## src/rtl/mem_arbiter_pkg.sv

```systemverilog
// mem_arbiter_pkg: requester indices, owner vector and burst state shared by the arbiter files
package mem_arbiter_pkg;
  localparam int ARB_MEM = 0;
  localparam int ARB_IF = 1;
  localparam int ARB_CP = 2;
  typedef logic [2:0] arb_owner_t;
  typedef enum logic {ARB_IDLE = 1'b0, ARB_BURST = 1'b1} arb_state_t;
  function automatic arb_owner_t onehot(input int idx);
    return arb_owner_t'(1) << idx;
  endfunction
endpackage

```

## src/rtl/mem_arbiter_prio_sel.sv

```systemverilog
// arb_prio_sel: fixed-priority one-hot grant; CP2 overrides when locked in a burst or starved
module arb_prio_sel
  import mem_arbiter_pkg::*;
(
  input  logic       [2:0] req,
  input  logic             lock_win,
  input  logic             starve_win,
  output arb_owner_t       gnt
);
  always_comb begin
    gnt = (lock_win | starve_win) ? onehot(ARB_CP) :
          req[ARB_MEM]            ? onehot(ARB_MEM) :
          req[ARB_IF]             ? onehot(ARB_IF) :
          req[ARB_CP]             ? onehot(ARB_CP) : '0;
  end
endmodule

```

## src/rtl/mem_arbiter.sv

```systemverilog
// mem_arbiter: shares one memory port between MEM, IF and CP2 with starvation promotion,
// locked CP2 bursts and one-cycle read data return
module mem_arbiter
  import mem_arbiter_pkg::*;
#(
  parameter int ADDR_W = 32,
  parameter int DATA_W = 32,
  parameter int STARVE_LIMIT = 8,
  parameter int BURST_MAX = 16
) (
  input  logic              clk,
  input  logic              rst,
  input  logic              m_req,
  input  logic              i_req,
  input  logic              c_req,
  input  logic [ADDR_W-1:0] m_addr,
  input  logic [ADDR_W-1:0] i_addr,
  input  logic [ADDR_W-1:0] c_addr,
  input  logic [DATA_W-1:0] m_wdata,
  input  logic [DATA_W-1:0] c_wdata,
  input  logic [3:0]        m_wea,
  input  logic [3:0]        c_wea,
  input  logic              c_lock,
  output logic              m_gnt,
  output logic              i_gnt,
  output logic              c_gnt,
  output logic              m_rvalid,
  output logic              i_rvalid,
  output logic              c_rvalid,
  output logic [DATA_W-1:0] rdata,
  output logic              m_busy,
  output logic              i_busy,
  output logic              mem_en,
  output logic [ADDR_W-1:0] mem_addr,
  output logic [DATA_W-1:0] mem_wdata,
  output logic [3:0]        mem_wea,
  input  logic [DATA_W-1:0] mem_rdata
);
  localparam int SW = $clog2(STARVE_LIMIT + 1);
  localparam int BW = $clog2(BURST_MAX + 1);
  arb_state_t state_q, state_d;
  logic [SW-1:0] starve_cnt_q, starve_cnt_d;
  logic [BW-1:0] burst_cnt_q, burst_cnt_d, burst_inc;
  logic cool_q, cool_d;
  arb_owner_t rd_owner_q, rd_owner_d, sel_gnt, gnt;
  logic cp_ok, lock_win, starve_win;
  assign cp_ok = c_req & ~cool_q;
  assign lock_win = (state_q == ARB_BURST) & cp_ok & c_lock;
  assign starve_win = (starve_cnt_q == SW'(STARVE_LIMIT)) & cp_ok;
  arb_prio_sel u_sel (
    .req        ({cp_ok, i_req, m_req}),
    .lock_win   (lock_win),
    .starve_win (starve_win),
    .gnt        (sel_gnt)
  );
  always_comb begin
    gnt = rst ? '0 : sel_gnt;
    m_gnt = gnt[ARB_MEM];
    i_gnt = gnt[ARB_IF];
    c_gnt = gnt[ARB_CP];
    m_busy = m_req & ~m_gnt & ~rst;
    i_busy = i_req & ~i_gnt & ~rst;
    mem_en = |gnt;
    mem_addr = m_gnt ? m_addr : i_gnt ? i_addr : c_gnt ? c_addr : '0;
    mem_wdata = m_gnt ? m_wdata : c_gnt ? c_wdata : '0;
    mem_wea = m_gnt ? m_wea : c_gnt ? c_wea : 4'h0;
    rd_owner_d = gnt & {~|c_wea, 1'b1, ~|m_wea};
    {c_rvalid, i_rvalid, m_rvalid} = rd_owner_q;
    rdata = |rd_owner_q ? mem_rdata : '0;
    starve_cnt_d = (c_gnt | ~c_req) ? '0 :
                   (starve_cnt_q == SW'(STARVE_LIMIT)) ? starve_cnt_q : starve_cnt_q + SW'(1);
    // entry counts as the first grant; reaching the cap ends the burst and blocks CP2 once
    burst_inc = (state_q == ARB_IDLE) ? BW'(1) : burst_cnt_q + BW'(1);
    cool_d = c_gnt & c_lock & (burst_inc == BW'(BURST_MAX));
    state_d = (c_gnt & c_lock & ~cool_d) ? ARB_BURST : ARB_IDLE;
    burst_cnt_d = (state_d == ARB_BURST) ? burst_inc : '0;
  end
  always_ff @(posedge clk) begin
    if (rst) begin
      state_q <= ARB_IDLE;
      starve_cnt_q <= '0;
      burst_cnt_q <= '0;
      cool_q <= 1'b0;
      rd_owner_q <= '0;
    end else begin
      state_q <= state_d;
      starve_cnt_q <= starve_cnt_d;
      burst_cnt_q <= burst_cnt_d;
      cool_q <= cool_d;
      rd_owner_q <= rd_owner_d;
    end
  end
endmodule
```

## config.mk

```make
export PLATFORM = sky130hd
export DESIGN_NAME = mem_arbiter
export DESIGN_NICKNAME = d
export VERILOG_FILES = /design/src/rtl/mem_arbiter_pkg.sv /design/src/rtl/mem_arbiter_prio_sel.sv /design/src/rtl/mem_arbiter.sv
export SDC_FILE = /design/constraint.sdc
export NUM_CORES = 1
export LEC_CHECK = 0
export BUFFER_PORTS_ARGS = -buffer_cell sky130_fd_sc_hd__buf_4
export CAP_MARGIN = 20
export CORE_AREA = 4 4 121 123
export DETAILED_ROUTE_END_ITERATION = 10
export DIE_AREA = 0 0 125 127
export HOLD_SLACK_MARGIN = 0.03
export PLACE_DENSITY = 0.58
export SLEW_MARGIN = 25
export SYNTH_ARGS = -nofsm -noshare
export SYNTH_HDL_FRONTEND = slang
export SYNTH_HIERARCHICAL = 1
export SYNTH_SLANG_ARGS = --single-unit
```

## constraint.sdc

```tcl
create_clock -name clk -period 4.77 [get_ports clk]
set_clock_uncertainty 0.1 [all_clocks]
set_input_delay 0.954 -clock clk [delete_from_list [all_inputs] [get_ports clk]]
set_output_delay 0.954 -clock clk [all_outputs]
set_load 0.01 [all_outputs]
```

Word-level counts from Yosys, hierarchy flattened
Cells that the tools add are included.
Operators by class
  $add $sub $neg: 2
  $mul: 0
  div/mod/pow operators: 0
  magnitude comparators: 0
  eq/ne operators: 2
  shifts and indexed selects: 0
  muxes and demuxes: 15
  bitwise operators: 21
  reduce and logical (&&, ||, !) cells: 8
Operators with widths (number)
  32-bit two-way mux: 6
  3-bit two-way mux: 5
  1-bit AND: 11
  4-bit two-way mux: 2
  4-bit OR reduction: 2
  1-bit NOT: 7
  3-bit OR reduction: 2
  5-bit by 1-bit adder with 5-bit output, second input constant: 1
  5-bit == test, second input constant: 1
  5-bit two-way mux: 1
  4-bit by 1-bit adder with 4-bit output, second input constant: 1
  4-bit == test, second input constant: 1
  2-bit OR reduction: 2
  3-bit AND: 1
  1-bit logical NOT: 2
  1-bit OR: 2
  1-bit two-way mux: 1
Word-level totals
  register bits after elaboration: 14
  bits in latches: 0
  bits in writable memories: 0
  ROM bits: 0
  bits of input ports: 206
  logic and storage cells: 53
  memories kept: 0

Longest topological paths before layout
  word-level depth: 14
  gate-level depth with buffers: 10
  gate-level depth less buffers: 9

Hierarchy
The synthesis kept the hierarchy.
By module, submodules not included
  mem_arbiter: times used 1, cells each 259, area an instance 1834.3 um2
  arb_prio_sel: times used 1, cells each 4, area an instance 28.8 um2

Worst setup path before layout
OpenSTA, ideal clock, no wires.
  kind: input to output
  from: in c_req
  to: out mem_addr[10]
  arrival time: 2.765 ns
  required time: 3.716 ns
  path slack: 0.951 ns
  stages on the path: 8
  path buffers: 2
  cells stage by stage: nor2b_1 and3_1 nor4b_1 nor2b_1 buf_2 buf_4 a22oi_1 o21ai_0
Between the ends
  elaborated cells on any way between the ends: 13
  classes of those cells: 8 x mux; 5 x bitwise
RTL lines
  from (decl): RTL line mem_arbiter.sv:15  | input logic c_req,
  1-bit AND: RTL line mem_arbiter.sv:47  | assign cp_ok = c_req & ~cool_q;
  1-bit AND (2 in a row): RTL line mem_arbiter.sv:48  | assign lock_win = (state_q == ARB_BURST) & cp_ok & c_lock;
  net lock_win: RTL line mem_arbiter.sv:46  | logic cp_ok, lock_win, starve_win;
  1-bit OR: RTL line mem_arbiter_prio_sel.sv:11  | gnt = (lock_win | starve_win) ? onehot(ARB_CP) :
  3-bit two-way mux: RTL line mem_arbiter_prio_sel.sv:11
  net sel_gnt[1]: RTL line mem_arbiter.sv:45  | arb_owner_t rd_owner_q, rd_owner_d, sel_gnt, gnt;
  3-bit two-way mux: RTL line mem_arbiter.sv:57  | gnt = rst ? '0 : sel_gnt;
  32-bit two-way mux (2 in a row): RTL line mem_arbiter.sv:64  | mem_addr = m_gnt ? m_addr : i_gnt ? i_addr : c_gnt ? c_addr : '0;
  to (decl): RTL line mem_arbiter.sv:34  | output logic [ADDR_W-1:0] mem_addr,
The timed path passes the listed nets, and every way through them passes these cells.

Worst setup path after layout
  from: in c_req
  to: out mem_wdata[31]
Between the ends
  elaborated cells on any way between the ends: 12
  classes of those cells: 7 x mux; 5 x bitwise
RTL lines
  1-bit AND: RTL line mem_arbiter.sv:47
  net cp_ok: RTL line mem_arbiter.sv:46
  1-bit AND (2 in a row): RTL line mem_arbiter.sv:48
  net lock_win: RTL line mem_arbiter.sv:46
  1-bit OR: RTL line mem_arbiter_prio_sel.sv:11
  3-bit two-way mux: RTL line mem_arbiter_prio_sel.sv:11
  net sel_gnt[0]: RTL line mem_arbiter.sv:45
  3-bit two-way mux: RTL line mem_arbiter.sv:57
  32-bit two-way mux: RTL line mem_arbiter.sv:65  | mem_wdata = m_gnt ? m_wdata : c_gnt ? c_wdata : '0;
  to (decl): RTL line mem_arbiter.sv:35  | output logic [DATA_W-1:0] mem_wdata,
The timed path passes the listed nets, and every way through them passes these cells.

==> summary.md <==
| Metric | Value |
|---|---|
| P per Cell Area | `132.5 nW/um^2` |
| Data required, critical path | `3.72 ns` |
| Final non-filler cell area | `4466 um^2` |
| FP Rows | `43` |
| Worst reg2reg endpoint | `rd_owner_q[0]` |
| Final ANT Viol Nets | `0` |
| Congestion Overflow GR | `0` |
| Vias | `3,241` |
| Top Family by Delay on Critical Path | `simple AND/OR/NAND/NOR gates` |
| Mean Syn Cell Area | `7.084 um^2` |
| Hold Crit Start | `state_q` |
| Vias in the first global route | `3,448` |
| Syn nets | `472` |
| Status | `finished clean` |
| DIE HEIGHT | `127 um` |
| FF-to-FF Start | `starve_cnt_q[0]` |
| CP cell instances | `buf_4, nor2b_1, and3_1, nor3b_1, nor2b_4, buf_12, a22o_1, buf_4` |
| Crit end category | `output pin` |
| Fmax | `243.4 MHz` |
| Final period utilization | `86.13%` |
| Gp weighted congestion | `0.9260` |
| Final Hold Viols | `0` |
| Hold WS | `0.4099 ns` |
| Max_slew headroom | `50.23%` |
| Placed cell area | `4390 um^2` |
| Sequential share of power | `20.4%` |
| Initial Utilization | `13.63%` |
| Worst-path maximum fanout | `80` |
| CTS tree | `built` |
| Port Buf Inserts | `314` |
| Hold Crit Class | `register to register` |
| # resized after CTS | `0` |
| Register bit total from synthesis | `14` |
| Comb power frac | `53.8%` |
| Main area contributors after synthesis | `a22o_1 (17%), dfxtp_1 (15%), a22oi_1 (13%)` |
| Routed len/inst | `15.90 um` |
| Final wirelength | `11.80 mm` |
| Switch Pwr | `0.1665 mW` |
| Post-synth EDFFs | `0` |
| Clock power share | `25.8%` |
| Yosys cell types | `38` |
| Worst reg-to-reg path cell count | `9` |
| Synthesized area | `1863 um^2` |
| Most common cell in the netlist | `nand2_1` |
| Reg2Reg Setup Slack | `2.19 ns` |
| Asr flop ratio synth | `0%` |
| WP data arrival | `3.05 ns` |
| Crit path time final | `4.109 ns` |
| Sink Count | `14` |
| Slowest CP cell | `nor3b_1` |
| Critical Path Source Type | `input port` |
| Root buffer cell | `clkbuf_16` |
| Drt drc | `0` |
| Initial antenna violation count | `0` |
| NumNets Final | `773` |
| Final Max Tran Viols | `0` |
| Final setup fails | `0` |
| Post-synthesis cell count | `263` |
| CTS H-Tree Depth | `1` |
| Critical path type | `input port to output pin` |
| Seq/Total Area, Yosys | `15.04%` |
| Hold EP | `burst_cnt_q[0]` |
| Synth area leader | `a22o_1` |
| Final setup TNS | `0 ns` |
| CTS clk-pin slew, worst paths | `0.04 ns` |
| Post-synth top cells | `nand2_1 (37), a22o_1 (36), a22oi_1 (32)` |
| Total Routing Usage GR | `13.35%` |
| Vias per inst | `4.368` |
| Post-synth top area share | `16.92%` |
| RSZ-0062 raised after global routing | `no` |
| Slew @ Worst Pin | `0.7448 ns` |
| Top_reg_cell synth | `dfxtp_1` |
| DRT iter0 DRCs | `159` |
| Switching Share | `28.13%` |
| Area Overhead vs Synth | `139.7%` |
| Die X | `125 um` |
| Max-Cap Viols | `0` |
| Post-DP HPWL | `10.25 mm` |
| Hold buffers post-CTS | `0` |
| Antenna cells | `0` |
| Ys Warns | `6` |
| Crit-path most repeated cell | `buf_4` |
| Hold depth | `1` |
| Layout cells sized above 1 | `59.25%` |
| Clock Latency Late Sink | `0.24 ns` |
| Num CTS Buffers | `3` |
| Io pins | `315` |
| Worst ir drop on vdd | `0.09419 mV` |
| Leakage power | `2.274 nW` |
| First-pass GRT wire length | `17.71 mm` |
| Largest net degree at the start of global routing | `81` |
| Die area | `15,880 um^2` |
| CP max stage delay | `0.56 ns` |
| Buffers plus inverters on the worst setup path | `3` |
| Maximum clock insertion buffer count | `2` |
| Setup Fix Bufs, Post-CTS | `0` |
| Area of the core | `13,670 um^2` |
| Internal Power | `0.4254 mW` |
| Drt pass-1 iters | `4` |
worst reg2reg max path, delay by kind of cell (launching register included):
family,cells,cell delay (ns)
AND/OR/NAND/NOR,6,1.47
flip-flops,1,0.38
buffers and inverters,2,0.34
adder cells (fa/ha/maj),1,0.20
through the flow:
stage / total power, mW / setup WS [ns] / utilization [%] / instances
2_1_floorplan: 0.2235 / 0.9514 / - / 263
3_3_place_gp: 0.4415 / 0.7031 / 32.13 / 739
3_5_place_dp: 0.4449 / 0.6302 / 32.13 / 739
4_1_cts: 0.5991 / 0.6012 / 32.68 / 742
5_1_grt: 0.6251 / 0.3590 / 32.68 / 742
6_report: 0.5919 / 0.6615 / 32.68 / 742
flip-flops by register name, indices dropped and copies added, names as in the netlist:
register,count
rd_owner_q,3
cool_q,1
burst_cnt_q,5
state_q,1
starve_cnt_q,4
cell type report:
cell class	count	area (um^2)
Clock buffer	3	75.07
Fill cell	1457	9200
Inverter	4	15.01
Multi-Input combinational cell	221	1455
Sequential cell	14	280.3
Tap cell	180	225.2
Timing Repair Buffer	320	2415
cell usage in the layout, fill, tap and decap left out, types with 4 or more instances in the layout:
cell	n
buf_4	319
nand2_1	37
a22o_1	36
a22oi_1	32
nor2b_1	21
o21ai_0	17
and2b_1	15
o21ai_1	15
dfxtp_1	14
nor2_1	10
nor3b_1	4
routing by layer:
| metal | track usage, % | part of all wire [%] | up-vias |
|---|---|---|---|
| li1 | - | - | 1566 |
| met4 | 0.8291 | 0.36 | 0 |
| met5 | 0 | 0 | - |
| met3 | 3.135 | 9.0 | 4 |
| met2 | 27.27 | 54 | 200 |
| met1 | 14.45 | 36 | 1471 |
cell families (layout without fill, tap and decap cells):
family | Yosys count | after routing | share of synthesized area, %
and+or+nand+nor | 108 | 108 | 32.77
AOI/OAI and AO/OA | 104 | 104 | 39.76
buffers and inverters | 28 | 327 | 7.522
DFF | 14 | 14 | 15.04
xor gates and xnor gates | 5 | 5 | 2.351
adders and majority gates | 3 | 3 | 2.015
muxes | 1 | 1 | 0.5373
power groups by stage:
stage	Sequential [mW]	Combinational, mW	Clock [mW]
after floorplan	0.123	0.101	0
after global placement	0.123	0.319	0
after detailed placement	0.123	0.322	0
after CTS	0.121	0.323	0.155
after global routing	0.121	0.343	0.161
final	0.121	0.318	0.153
worst max path at each step:
stage,start,endpoint,slack [ns],cells past startpoint
2_1_floorplan,c_req,mem_addr[10],0.95,8
3_3_place_gp,c_req,mem_addr[25],0.70,9
3_5_place_dp,c_req,mem_addr[25],0.63,9
4_1_cts,c_req,mem_wdata[31],0.60,8
5_1_grt,c_req,mem_addr[12],0.36,9
6_report,c_req,mem_wdata[31],0.66,8
(Power assumes the default switching activity.)
